<file path="src/rtl/div_seq_pkg.sv">
// Shared constants for the multi-cycle divider sequencer.
//
// Contents:
//   div_state_e        2-bit sequencer state (DivFree, DivByZero, DivOn, DivEnd)
//   DivStart/DivStop   encodings of the start_i request level
//   DivResultReady/DivResultNotReady
//                      encodings of the ready_o level
//   EXE_DIV_OP/EXE_DIVU_OP
//                      execute-stage ALU op codes that select this unit
//   DoubleRegBus       width of the {HI, LO} result bus
package div_seq_pkg;

    typedef enum logic [1:0] {
        DivFree   = 2'b00,
        DivByZero = 2'b01,
        DivOn     = 2'b10,
        DivEnd    = 2'b11
    } div_state_e;

    localparam logic DivStart          = 1'b1;
    localparam logic DivStop           = 1'b0;
    localparam logic DivResultReady    = 1'b1;
    localparam logic DivResultNotReady = 1'b0;

    localparam logic [7:0] EXE_DIV_OP  = 8'b0001_1010;
    localparam logic [7:0] EXE_DIVU_OP = 8'b0001_1011;

    localparam int DoubleRegBus = 64;

endpackage : div_seq_pkg

</file>
<file path="src/rtl/div_seq.sv">
// Multi-cycle DW/DW divider sequencer for DIV/DIVU (radix-2 restoring,
// one quotient bit per clock). Operands are captured when a request is
// accepted, so execute may change them freely afterwards.
//
// Ports:
//   clk           in   rising-edge clock
//   rst           in   synchronous, active-high reset
//   signed_div_i  in   1 = signed divide, 0 = unsigned; sampled with start_i
//   opdata1_i     in   dividend; sampled with start_i
//   opdata2_i     in   divisor; sampled with start_i
//   start_i       in   divide request level, held until ready_o
//   annul_i       in   abort the divide in progress
//   result_o      out  {remainder, quotient}; valid only while ready_o=1
//   ready_o       out  result valid
//   busy_o        out  high in DivByZero and DivOn; execute stalls on it
//
// Handshake: execute raises start_i and holds it. ready_o rises with the
// result and stays high (value stable) for as long as start_i stays high.
// Dropping start_i returns the unit to idle on the next edge; a new
// request needs start_i low for at least one cycle in between.
//
// All outputs are decodes of registers; no input reaches an output
// combinationally.
module div_seq
    import div_seq_pkg::*;
#(
    parameter int DW    = 32,
    parameter int CNT_W = 6
) (
    input  logic            clk,
    input  logic            rst,
    input  logic            signed_div_i,
    input  logic [DW-1:0]   opdata1_i,
    input  logic [DW-1:0]   opdata2_i,
    input  logic            start_i,
    input  logic            annul_i,
    output logic [2*DW-1:0] result_o,
    output logic            ready_o,
    output logic            busy_o
);

    localparam logic [CNT_W-1:0] CNT_LAST = CNT_W'(DW);

    function automatic logic [DW-1:0] neg(input logic [DW-1:0] v);
        return ~v + 1'b1;
    endfunction

    // ------------------------------------------------------------------
    // State and datapath registers
    // ------------------------------------------------------------------
    div_state_e       state_q, state_d;
    logic [CNT_W-1:0] cnt_q, cnt_d;
    // Partial remainder / dividend shift register. Bits [2DW:DW+1] hold
    // the remainder and [DW-1:0] the quotient once all iterations ran.
    logic [2*DW:0]    dvd_q, dvd_d;
    logic [DW-1:0]    dvs_q, dvs_d;
    logic             signed_q, signed_d;
    logic             op1_neg_q, op1_neg_d;
    logic             op2_neg_q, op2_neg_d;
    logic [2*DW-1:0]  result_q, result_d;

    // Operand magnitudes at capture time
    logic [DW-1:0]    op1_abs;
    logic [DW-1:0]    op2_abs;
    // Trial subtraction, one extra bit to expose the borrow
    logic [DW:0]      trial;
    logic [DW-1:0]    quo_fix;
    logic [DW-1:0]    rem_fix;
    logic             req_ok;

    assign req_ok  = (start_i == DivStart) && !annul_i;
    assign op1_abs = (signed_div_i && opdata1_i[DW-1]) ? neg(opdata1_i) : opdata1_i;
    assign op2_abs = (signed_div_i && opdata2_i[DW-1]) ? neg(opdata2_i) : opdata2_i;
    assign trial   = {1'b0, dvd_q[2*DW-1:DW]} - {1'b0, dvs_q};

    // Sign correction: quotient takes the xor of the operand signs,
    // remainder takes the sign of the dividend.
    assign quo_fix = (signed_q && (op1_neg_q ^ op2_neg_q)) ? neg(dvd_q[DW-1:0]) : dvd_q[DW-1:0];
    assign rem_fix = (signed_q && op1_neg_q) ? neg(dvd_q[2*DW:DW+1]) : dvd_q[2*DW:DW+1];

    // ------------------------------------------------------------------
    // Process 1: registers
    // ------------------------------------------------------------------
    always_ff @(posedge clk) begin
        if (rst) begin
            state_q   <= DivFree;
            cnt_q     <= '0;
            dvd_q     <= '0;
            dvs_q     <= '0;
            signed_q  <= 1'b0;
            op1_neg_q <= 1'b0;
            op2_neg_q <= 1'b0;
            result_q  <= '0;
        end else begin
            state_q   <= state_d;
            cnt_q     <= cnt_d;
            dvd_q     <= dvd_d;
            dvs_q     <= dvs_d;
            signed_q  <= signed_d;
            op1_neg_q <= op1_neg_d;
            op2_neg_q <= op2_neg_d;
            result_q  <= result_d;
        end
    end

    // ------------------------------------------------------------------
    // Process 2: next state
    // ------------------------------------------------------------------
    always_comb begin
        state_d = state_q;
        case (state_q)
            DivFree: begin
                if (req_ok) begin
                    state_d = (opdata2_i == '0) ? DivByZero : DivOn;
                end
            end
            DivByZero: begin
                state_d = DivEnd;
            end
            DivOn: begin
                if (annul_i) begin
                    state_d = DivFree;
                end else if (cnt_q == CNT_LAST) begin
                    state_d = DivEnd;
                end
            end
            DivEnd: begin
                if (annul_i || (start_i == DivStop)) begin
                    state_d = DivFree;
                end
            end
            default: state_d = DivFree;
        endcase
    end

    // ------------------------------------------------------------------
    // Datapath next values
    // ------------------------------------------------------------------
    always_comb begin
        cnt_d     = cnt_q;
        dvd_d     = dvd_q;
        dvs_d     = dvs_q;
        signed_d  = signed_q;
        op1_neg_d = op1_neg_q;
        op2_neg_d = op2_neg_q;
        result_d  = result_q;
        case (state_q)
            DivFree: begin
                result_d = '0;
                if (req_ok && (opdata2_i != '0)) begin
                    cnt_d     = '0;
                    dvd_d     = {{DW{1'b0}}, op1_abs, 1'b0};
                    dvs_d     = op2_abs;
                    signed_d  = signed_div_i;
                    op1_neg_d = signed_div_i && opdata1_i[DW-1];
                    op2_neg_d = signed_div_i && opdata2_i[DW-1];
                end
            end
            DivByZero: begin
                // No trap: software checks the divisor itself.
                result_d = '0;
            end
            DivOn: begin
                if (!annul_i) begin
                    if (cnt_q != CNT_LAST) begin
                        if (trial[DW]) begin
                            dvd_d = dvd_q << 1;
                        end else begin
                            dvd_d = {trial[DW-1:0], dvd_q[DW-1:0], 1'b1};
                        end
                        cnt_d = cnt_q + 1'b1;
                    end else begin
                        result_d = {rem_fix, quo_fix};
                    end
                end
            end
            DivEnd: begin
                if (annul_i || (start_i == DivStop)) begin
                    result_d = '0;
                end
            end
            default: result_d = '0;
        endcase
    end

    // ------------------------------------------------------------------
    // Process 3: outputs (pure decodes of registered state)
    // ------------------------------------------------------------------
    always_comb begin
        ready_o  = (state_q == DivEnd) ? DivResultReady : DivResultNotReady;
        busy_o   = (state_q == DivByZero) || (state_q == DivOn);
        result_o = result_q;
    end

endmodule : div_seq

</file>
<file path="config.mk">
export PLATFORM = sky130hd
export DESIGN_NAME = div_seq
export DESIGN_NICKNAME = d
export VERILOG_FILES = /design/src/rtl/div_seq_pkg.sv /design/src/rtl/div_seq.sv
export SDC_FILE = /design/constraint.sdc
export NUM_CORES = 1
export LEC_CHECK = 0
export ABC_AREA = 1
export BUFFER_PORTS_ARGS = -buffer_cell sky130_fd_sc_hd__buf_2
export CELL_PAD_IN_SITES_DETAIL_PLACEMENT = 1
export CELL_PAD_IN_SITES_GLOBAL_PLACEMENT = 2
export CORE_AREA = 10 10 208 210
export CTS_CLUSTER_DIAMETER = 60
export DETAILED_ROUTE_END_ITERATION = 8
export DIE_AREA = 0 0 218 220
export GPL_ROUTABILITY_DRIVEN = 1
export PLACE_DENSITY_LB_ADDON = 0.1
export SLEW_MARGIN = 15
export SYNTH_ARGS = -nofsm -noshare
export SYNTH_HDL_FRONTEND = slang
export SYNTH_SLANG_ARGS = --single-unit
</file>
<file path="constraint.sdc">
create_clock -name clk -period 6.5 [get_ports clk]
set_input_delay 0.65 -clock clk [delete_from_list [all_inputs] [get_ports clk]]
set_output_delay 0.65 -clock clk [all_outputs]
set_load 0.01 [all_outputs]
</file>
==> results by group <==
Logic synthesis
  – Post-synth EDFFs: 0
  – Largest family of logic cells by synthesized area: simple AND/OR/NAND/NOR gates
  – Synth warnings: 0
  – Proportion of synthesized area in mux cells: 0%
  – Yosys reg bits: 172
  – Xor/xnor cell area share of the yosys netlist: 4.07%
  – Post-synthesis compound-gate area fraction: 14.4%
  – Async set-reset flop share out of synthesis: 0%
  – Avg Inst Size Synth: 5.87 µm²
  – Unique masters post-synth: 48
  – Yosys top cell by area: dfxtp_1
  – Post-synthesis adder-cell area fraction: 4.25%
  – Most area-consuming cells after synthesis: dfxtp_1 (26%), nand2_1 (19%), inv_1 (9.3%)
  – Syn Nets: 2,352
  – Post-synthesis sequential area ratio: 26.2%
  – Most used DFF post-synth: dfxtp_1
  – Netlist Area Pre-Place: 0.0131 mm²
  – Synth top area share: 26.2%
  – Post-synthesis simple-gate area fraction: 38.4%
  – Syn Inst Count: 2,239

Power
  – Total Power: 4.91 mW
  – Worst VDD drop: 0.000275 V
  – Static Leak: 7.31 nW
  – P per Cell Area: 333 mW/mm²

Clock network
  – Sink Count: 172
  – Max clock buf depth: 2
  – CTS resizes: 0
  – CTS Hold Bufs: 0
  – Skew-Pair Late Insertion Delay: 470 ps
  – H-tree depth: 4
  – Worst-path clk slew: 90 ps
  – Post-CTS setup buffers: 0
  – CTS tree: yes
  – CTS root buffer: clkbuf_16
  – Cts bufs inserted: 17

Place
  – DP Area: 0.0141 mm²
  – Port Buffers: 134
  – RePlAce Congestion: 0.918
  – Setup WS pre-CTS: 2680 ps
  – Placed Instances: 2,829
  – Post-DP HPWL: 42,100 µm

Layout
  – Fin area: 0.0147 mm²
  – Fill cells: 5,365
  – N_diodes: 0
  – Fraction of layout cells with a size suffix above 1: 9.76%
  – Fin util: 37.5%
  – Post-route insts no fill: 2,861
  – Layout area overhead: 12.1%
  – Fin nets: 2,436

Floorplan
  – Die footprint: 0.0480 mm²
  – Initial Utilization: 33.5%
  – Site row count: 73
  – Die width: 218 µm
  – Die H: 220 µm
  – # IOs: 135
  – Core ar.: 0.0393 mm²

Hold path
  – HP Class: in -> reg

STA
  – Tightest Pin Transition: 999 ps
  – WHS: 459 ps
  – Setup_tns: 0 ps
  – Max-slew violation count: 0
  – Setup Viol. Count Final: 0
  – Setup ws final: 2630 ps
  – Final Critical Period: 3870 ps
  – Unrepaired setup endpoints after global routing: no
  – Max Clock Skew: 15.6 ps
  – Final period util: 59.5%
  – Endpoints failing hold: 0
  – Fmax: 259 MHz
  – Max transition margin: 33.3%

Job
  – Max_cap viols: 0

Worst setup path
  – Crit path max fanout: 66
  – Top delay family on crit path: buffers and inverters
  – CP max stage cell: clkinv_1
  – Crit. End Element: flop
  – Buf+Inv Stages, Crit Path: 3
  – Worst Path Arrival: 4270 ps
  – Max incr delay on CP: 740 ps
  – Startpoint Class: flop
  – Cells along the critical path: inv_1, ha_1, clkinv_1, nand2_1, a21boi_2, nand2_4, inv_1, o21ai_0, nor2_1, nor2_1
  – WS Path Type: reg -> reg
  – Req. time, crit path: 6910 ps

Routing
  – Remaining DRCs: 0
  – Average via count per standard cell: 5.03
  – Via Count: 14,400
  – First drt pass iteration count: 6
  – Avg WL per Cell: 18.3 µm
  – Initial DRC count: 749
  – Routed Antenna Nets: 0
  – Drt total wl: 52,300 µm

Global route
  – Global-route wire length before repair: 81,700 µm
  – Initial antenna violation count: 0
  – Vias in the first global route: 14,700
  – Total track usage: 21.6%
  – GRT overflow: 0
  – Pin count of the biggest net entering global routing: 85

Status
  – Status: complete, no violations
-- report_power, final --
| part | switching (mW) | internal, mW | leakage [nW] |
|---|---|---|---|
| combinational | 1.81 | 0.694 | 5.64 |
| sequential | 0.157 | 1.20 | 1.40 |
| clock | 0.528 | 0.511 | 0.278 |
-- path summary, 6_finish.rpt --
| path | startpoint | end | slack, ps | depth (start not counted) |
|---|---|---|---|---|
| max | state_q[0] | dvd_q[21] | 2630 | 10 |
| min | opdata1_i[0] | dvd_q[1] | 460 | 3 |
| max reg2reg | state_q[0] | dvd_q[21] | 2630 | 10 |
| min reg2reg | result_o[24] | result_o[24] | 460 | 2 |
-- cell type report --
class	instances	area (µm²)	share of cell area, %
repair buffers	142	733	4.98
clock inverters	15	153	1.04
flip-flops and latches	172	3440	23.4
inverters	339	1270	8.64
clock buffers	17	425	2.89
well taps	525	657	4.46
multi-input cells	1651	8040	54.6
-- per-layer routing --
layer	part of all wire, %	wire length [µm]	track usage (%)	vias up
met5	0	0	0	-
met4	2.4	1280	7.17	0
met3	3.7	1930	2.93	60
met2	45	23400	34.3	236
met1	49	25700	29.5	6818
li1	-	-	-	7284
-- registers in the layout, indices dropped and copies added, names as in the netlist --
register and flops:
cnt_q 6, op2_neg_q 1, result_o 64, op1_neg_q 1
dvs_q 32, state_q 2, signed_q 1, dvd_q 65
-- worst reg2reg max path, cell delays in order, from the launching register on --
cell and delay, ps:
dfxtp_1 350, inv_1 120, ha_1 580, clkinv_1 750
nand2_1 260, a21boi_2 120, nand2_4 640, inv_1 540
o21ai_0 300, nor2_1 60, nor2_1 90
-- layout by cell type (no fill, tap or decap), drive strengths merged, types with 34 or more instances in the layout --
master and n:
a21oi 201, buf 142, dfxtp 172, ha 43
inv 345, nand2 673, nand3 214, nand4 34
nor2 230, o21ai 120, xor2 43
-- cells by family (layout without fill, tap and decap cells) --
| group | Yosys count | count (layout) |
|---|---|---|
| compound gates | 355 | 355 |
| flops | 172 | 172 |
| buf+inv | 416 | 513 |
| xor+xnor | 61 | 61 |
| simple gates | 1191 | 1191 |
| fa+ha+maj | 44 | 44 |
-- synth_stat cells (11+ instances only) --
| master | count |
|---|---|
| ha_1 | 43 |
| nor2_1 | 219 |
| o21ai_1 | 13 |
| nand2_1 | 666 |
| a21oi_1 | 193 |
| nand4_1 | 33 |
| nand3_1 | 211 |
| dfxtp_1 | 172 |
| buf_2 | 24 |
| inv_1 | 327 |
| clkbuf_1 | 36 |
| xor2_1 | 43 |
| buf_4 | 11 |
| o21ai_0 | 104 |
| nor3_1 | 20 |
| xnor2_1 | 18 |
(Power assumes the default switching activity.)
